**src/rtl/uart_tx_arbiter.sv**
```systemverilog
// Round-robin line-locking arbiter feeding bytes from NREQ requesters into a UART TX buffer.
// Tracks buffer occupancy (0x0A costs two slots) and releases the lock on newline or owner timeout.
module uart_tx_arbiter #(
  parameter int NREQ    = 4,
  parameter int DEPTH   = 256,
  parameter int TIMEOUT = 1024
) (
  input  logic                     clk,
  input  logic                     rst,
  input  logic [NREQ-1:0]          req_valid,
  input  logic [8*NREQ-1:0]        req_char,
  output logic [NREQ-1:0]          req_ready,
  output logic [7:0]               buf_char,
  output logic                     buf_char_valid,
  input  logic                     buf_send,
  output logic [$clog2(NREQ)-1:0]  owner,
  output logic                     locked,
  output logic [$clog2(DEPTH):0]   occupancy,
  output logic                     err_underflow
);

  localparam int OW  = $clog2(NREQ);
  localparam int OCW = $clog2(DEPTH) + 1;
  localparam int CW  = $clog2(TIMEOUT + 1);

  typedef enum logic {IDLE, LOCKED} state_t;

  state_t          state_q, state_d;
  logic [OW-1:0]   owner_q, owner_d;
  logic [OW-1:0]   rr_ptr_q, rr_ptr_d;
  logic [OCW-1:0]  occ_q, occ_d;
  logic [CW-1:0]   idle_q, idle_d;
  logic            err_q, err_d;
  logic [7:0]      char_q, char_d;
  logic            valid_q, valid_d;

  logic [7:0]      req_byte [NREQ];
  logic            grant_found;
  logic [OW-1:0]   grant_idx;
  logic [OW-1:0]   cand;
  logic            owner_valid;
  logic [7:0]      owner_byte;
  logic            can_accept;
  logic            xfer;
  logic            release_lock;
  logic [1:0]      inc;
  logic            dec;

  for (genvar gi = 0; gi < NREQ; gi++) begin : g_bytes
    assign req_byte[gi] = req_char[8*gi +: 8];
  end

  assign owner_valid = req_valid[owner_q];
  assign owner_byte  = req_byte[owner_q];
  // Two free slots are kept so a newline can always expand to CR+LF.
  assign can_accept  = (int'(occ_q) + 2) <= (DEPTH - 1);

  // Scan downwards so the candidate nearest after rr_ptr is the last one kept.
  always_comb begin
    grant_found = 1'b0;
    grant_idx   = '0;
    cand        = '0;
    for (int k = NREQ; k >= 1; k--) begin
      cand = OW'((int'(rr_ptr_q) + k) % NREQ);
      if (req_valid[cand]) begin
        grant_found = 1'b1;
        grant_idx   = cand;
      end
    end
  end

  always_comb begin
    state_d      = state_q;
    owner_d      = owner_q;
    rr_ptr_d     = rr_ptr_q;
    idle_d       = idle_q;
    char_d       = char_q;
    valid_d      = 1'b0;
    req_ready    = '0;
    xfer         = 1'b0;
    release_lock = 1'b0;
    inc          = 2'd0;

    case (state_q)
      IDLE: begin
        idle_d = '0;
        if (grant_found) begin
          owner_d = grant_idx;
          state_d = LOCKED;
        end
      end
      LOCKED: begin
        req_ready[owner_q] = can_accept;
        xfer = owner_valid & can_accept;
        if (xfer) begin
          char_d  = owner_byte;
          valid_d = 1'b1;
          inc     = (owner_byte == 8'h0A) ? 2'd2 : 2'd1;
        end
        idle_d = owner_valid ? '0 : idle_q + CW'(1);
        release_lock = (xfer && owner_byte == 8'h0A) ||
                       (!owner_valid && idle_q == CW'(TIMEOUT - 1));
        if (release_lock) begin
          state_d  = IDLE;
          rr_ptr_d = owner_q;
          idle_d   = '0;
        end
      end
      default: state_d = IDLE;
    endcase

    dec   = buf_send && (occ_q != '0);
    err_d = err_q | (buf_send && (occ_q == '0));
    occ_d = occ_q + OCW'(inc) - OCW'(dec);
  end

  always_ff @(posedge clk or posedge rst) begin
    if (rst) begin
      state_q  <= IDLE;
      owner_q  <= '0;
      rr_ptr_q <= OW'(NREQ - 1);
      occ_q    <= '0;
      idle_q   <= '0;
      err_q    <= 1'b0;
      char_q   <= '0;
      valid_q  <= 1'b0;
    end else begin
      state_q  <= state_d;
      owner_q  <= owner_d;
      rr_ptr_q <= rr_ptr_d;
      occ_q    <= occ_d;
      idle_q   <= idle_d;
      err_q    <= err_d;
      char_q   <= char_d;
      valid_q  <= valid_d;
    end
  end

  assign buf_char       = char_q;
  assign buf_char_valid = valid_q;
  assign owner          = owner_q;
  assign locked         = (state_q == LOCKED);
  assign occupancy      = occ_q;
  assign err_underflow  = err_q;

endmodule

```
**config.mk**
```make
export PLATFORM = sky130hd
export DESIGN_NAME = uart_tx_arbiter
export DESIGN_NICKNAME = d
export VERILOG_FILES = /design/src/rtl/uart_tx_arbiter.sv
export SDC_FILE = /design/constraint.sdc
export NUM_CORES = 1
export LEC_CHECK = 0
export ABC_AREA = 1
export CORE_UTILIZATION = 38
export CTS_CLUSTER_SIZE = 14
export DETAILED_ROUTE_END_ITERATION = 10
export HOLD_SLACK_MARGIN = 0.1
export PLACE_DENSITY = 0.66
export SETUP_SLACK_MARGIN = 0.5
export SYNTH_ARGS = -nofsm -noshare
export SYNTH_HDL_FRONTEND = slang
export SYNTH_SLANG_ARGS = --single-unit
```
**constraint.sdc**
```tcl
create_clock -name clk -period 7.8 [get_ports clk]
set_input_delay 1.56 -clock clk [delete_from_list [all_inputs] [get_ports clk]]
set_output_delay 1.56 -clock clk [all_outputs]
set_load 0.005 [all_outputs]
```
======== After elaboration in Yosys (flattened, before gate mapping) ========
Cells that the tools add are included.
word-level totals
  register bits ........................... 35
  input bits .............................. 39
  output and inout port bits .............. 26
  logic and storage cells ................. 78
cells by class
  add/subtract/negate cells ............... 8
  magnitude comparators ................... 8
  equal/unequal tests ..................... 2
  muxes and demuxes ....................... 35
  bitwise logic cells ..................... 5
  reductions and logical operators ........ 12
operators with widths
  operator                 number
  $mux W11                 2
  $pmux W11 S2             1
  $bmux W8 S2              1
  $mux W8                  2
  $lt A2 B3 Y1 const B     5
  $mux W1                  14
  $mux W2                  7
  $add A11 B1 Y11 const B  1
  $eq A11 B10 Y1 const B   1
  $add A9 B2 Y10 const B   1
  $bmux W1 S2              5
  $le A10 B8 Y1 const B    1
  $add A9 B2 Y9            1
  $logic_not A9 Y1         1
  $reduce_bool A9 Y1       1
  $sub A9 B1 Y9            1
  $eq A8 B4 Y1 const B     1
  $reduce_and A2 Y1        3
  $logic_and A1 B1 Y1      5
  $add A2 B1 Y2 const B    2
  $add A2 B2 Y2 const B    2
  $and A4 B4 Y4            1
  $mux W4                  1
  $ge A3 B3 Y1 const B     1
  9 further kinds          9

======== Longest topological paths before layout ========
  word-level depth ........................ 10
  gate-level depth with buffers ........... 21
  mapped depth without buffers ............ 20

======== Least setup slack after synthesis ========
OpenSTA, ideal clock, no wires.
  kind .................................... in2reg
  start point ............................. input req_valid[1]
  end point ............................... register occ_q[6], in the netlist occupancy[6]
  library setup time ...................... 0.079 ns
  data arrival time ....................... 3.829 ns
  required time ........................... 7.721 ns
  setup slack ............................. 3.892 ns
  stages on the path ...................... 16
  buffers on the path ..................... 0
  path through ............................ inv_1 o21ai_0 nor2_1 nor2_1 nand2_1 inv_2 nand2_1 ha_1 inv_1 ha_1 inv_1 fa_1 o21ai_0 a21oi_1 o21ai_0 xor2_1
on the way
  longest elaborated chain between the ends .. 7
RTL lines
  what                           RTL line  source
  start: declaration             10        input logic [NREQ-1:0] req_valid,
  $bmux W1 S2                    53        assign owner_valid = req_valid[owner_q];
  $mux W1 (not written as such)  53
  $and A1 B1 Y1                  94        xfer = owner_valid & can_accept;
  $mux W2                        95        if (xfer) begin
  $mux W2                        84        case (state_q)
  $add A9 B2 Y9                  114       occ_d = occ_q + OCW'(inc) - OCW'(dec);
  $sub A9 B1 Y9                  114
  via occ_d[6]                   31        logic [OCW-1:0] occ_q, occ_d;
  end signal: assignment         122       occ_q <= '0;
  end signal: assignment         131       occ_q <= occ_d;
  end: declaration               31
The timed path passes the listed nets, and every way through them passes these cells. The select of a mux whose other input is x is not followed.
A chain may end at the register's enable or synchronous reset.

======== Final worst setup path ========
Ends and elaborated chain as after synthesis.

==> metrics.cfg <==
[routing]
route.antenna.remaining_nets = 0
drc_errors = 0
viasPerCell = 4.81
vias = 2277
wire_per_inst_um = 12.5
drtIter0Drc = 110
first_pass_iters = 4
wl_um = 5900

[floorplanning]
die_h_um = 81.8
die_w_um = 81.8
ios = 65
die-area_um2 = 6690
core_area_um2 = 6030
core.rowCount = 28
start_util = 0.402

[synth]
synth_cells = 333
syn_nets = 394
ys_seq_area_frac = 0.363
netlist-cell-type-count = 25
synth.area.top_cells = dfrtp_1 34%, nand2_1 16%, ha_1 11%
syn_area_per_cell_um2 = 7.27
synth_top_area_frac = 0.341
mappedNetlistArea_um2 = 2420
ys_warn_count = 0
yosys_register_bits = 35
synth_top_area_cell = dfrtp_1

[timing]
finalCritPeriodShare = 0.607
slew_headroom = 0.474
finalSetupTns_ns = 0
rsz0062_at_grt = no
finalHoldViolCount = 0
max_freq_ghz = 0.211
fin_skew_ns = 0.00659
tightest_slew_ns = 0.789
slew_viol_final = 0
worst_slack_ns = 3.07
setup_viol = 0
min_period_ns = 4.73

[power]
power.density_nw_per_um2 = 358
vdd_drop_max_v = 0.000190
leakage_uw = 0.00159

[placed_design]
io_buffers = 64
place_ws_ns = 2.80
placed_cells_incl_taps = 465
dp_hpwl_um = 4530
placed_area_um2 = 3110
gp_congestion = 0.825

[layout]
antennaDiodeCount = 0
nNetsFinal = 458
drive_gt1_frac = 0.0352
layout_common_cells = 101 x nand2_1, 64 x clkdlybuf4s50_1, 37 x inv_1
fin_cells = 473
areaGrowthSynthToFinish_pct = 32.2
final_common_cell = nand2_1
stdcell_area_um2 = 3200
fill_cells = 588

[status]
status = complete, no violations

[job]
cap_violations = 0

[clock_tree]
cts_setup_buffers = 0
ctsResizeCount = 0
numCtsBuffers = 5
cts_tree = yes
cts-root-buf = clkbuf_8
hold_buffers = 0
clock-sinks = 35
clkLatencyLatePin_ns = 0.28
h-tree-depth = 2
cts.clk_slew.worst_paths_ns = 0.07
clockBufferDepth = 2

[critical_path]
worstPathArrival_ns = 4.95
worstSetupEndpointType = flop
critPathKind = primary input to flop
path_max_fanout = 15
worstSetupStartpointType = primary input
crit_required_ns = 8.01

[hold_path]
hold_class = flop to flop

[global_routing]
grt_pass1_vias = 2150
antenna_found_initial = 0
grt_pass1_wl_um = 9660
grt-ovfl-total = 0
track_usage = 0.189
grt_max_degree = 36

## routing by layer
metal  part of all wire  routed length [µm]  track usage  up-vias
met2               0.46                2740        0.335       58
li1                   -                   -            -     1191
met3              0.072                 424       0.0422        5
met5                  0                   0            0        -
met4             0.0085                  50       0.0421        0
met1               0.46                2690        0.231     1023
## final timing paths
check	start	cells after the start	to	slack, ns
min in group asynchronous	rst	3	idle_q[0]$_DFF_PP0_	1.68
max in group asynchronous	rst	3	rr_ptr_q[0]$_DFFE_PP1P_	5.78
hold reg to reg	idle_q[0]$_DFF_PP0_	1	idle_q[0]$_DFF_PP0_	0.47
hold / removal	idle_q[0]$_DFF_PP0_	1	idle_q[0]$_DFF_PP0_	0.47
setup / recovery	req_valid[1]	17	occupancy[6]$_DFF_PP0_	3.07
setup reg to reg	owner[0]$_DFFE_PP0P_	17	occupancy[6]$_DFF_PP0_	3.67
## state kept, by name (all words and copies together), names as in the netlist
| name | cells |
|---|---|
| buf_char | 8 |
| buf_char_valid | 1 |
| err_underflow | 1 |
| idle_q | 11 |
| locked | 1 |
| occupancy | 9 |
| owner | 2 |
| rr_ptr_q | 2 |
## cells in the mapped netlist (all sizes together)
| library cell | instances |
|---|---|
| a21o | 1 |
| a21oi | 7 |
| a31oi | 2 |
| buf | 8 |
| dfrtp | 33 |
| dfstp | 2 |
| fa | 1 |
| ha | 21 |
| inv | 40 |
| nand2 | 101 |
| nand3 | 34 |
| nand3b | 2 |
| nand4 | 7 |
| nor2 | 33 |
| nor3 | 4 |
| nor4 | 1 |
| o21ai | 20 |
| o21bai | 1 |
| xnor2 | 7 |
| xor2 | 8 |
## layout make-up
type | count | area, µm² | area share
Clock inverter | 1 | 5.00 | 0.00156
Multi-Input combinational cell | 250 | 1340 | 0.418
Timing Repair Buffer | 65 | 648 | 0.203
Tap cell | 75 | 93.8 | 0.0293
Clock buffer | 7 | 86.3 | 0.0270
Sequential cell | 35 | 878 | 0.275
Inverter | 40 | 150 | 0.0469
## power by group
group	switching, µW	leakage, µW	internal (µW)
clock	62.8	0.0000482	71.2
combinational	361	0.00111	307
sequential	91.7	0.000432	253
total	516	0.00159	631
## per-stage QoR
step                       util  total power (µW)  hold WS (ns)
after floorplan               -               769         0.431
after CTS                 0.531              1160         0.475
after global placement    0.516              1000         0.453
after global routing      0.531              1280         0.506
final                     0.531              1150         0.470
after detailed placement  0.516              1020         0.461
## worst max-delay path, stage by stage
cell             delay, ns
clkdlybuf4s50_1       0.47
inv_1                 0.07
o21ai_0               0.16
nor2_1                0.10
nor2_1                0.14
nand2_1               0.29
inv_2                 0.19
nand2_1               0.07
ha_1                  0.26
inv_1                 0.07
ha_1                  0.16
inv_1                 0.06
fa_1                  0.40
o21ai_0               0.43
a21oi_1               0.13
o21ai_0               0.22
xor2_1                0.15
## kinds of logic after synthesis
group,Yosys count,synth area share
flops,35,0.363
compound gates,31,0.0672
simple gates,182,0.314
xor+xnor,15,0.0543
buf+inv,48,0.0843
fa+ha+maj,22,0.117
(Power assumes the default switching activity.)
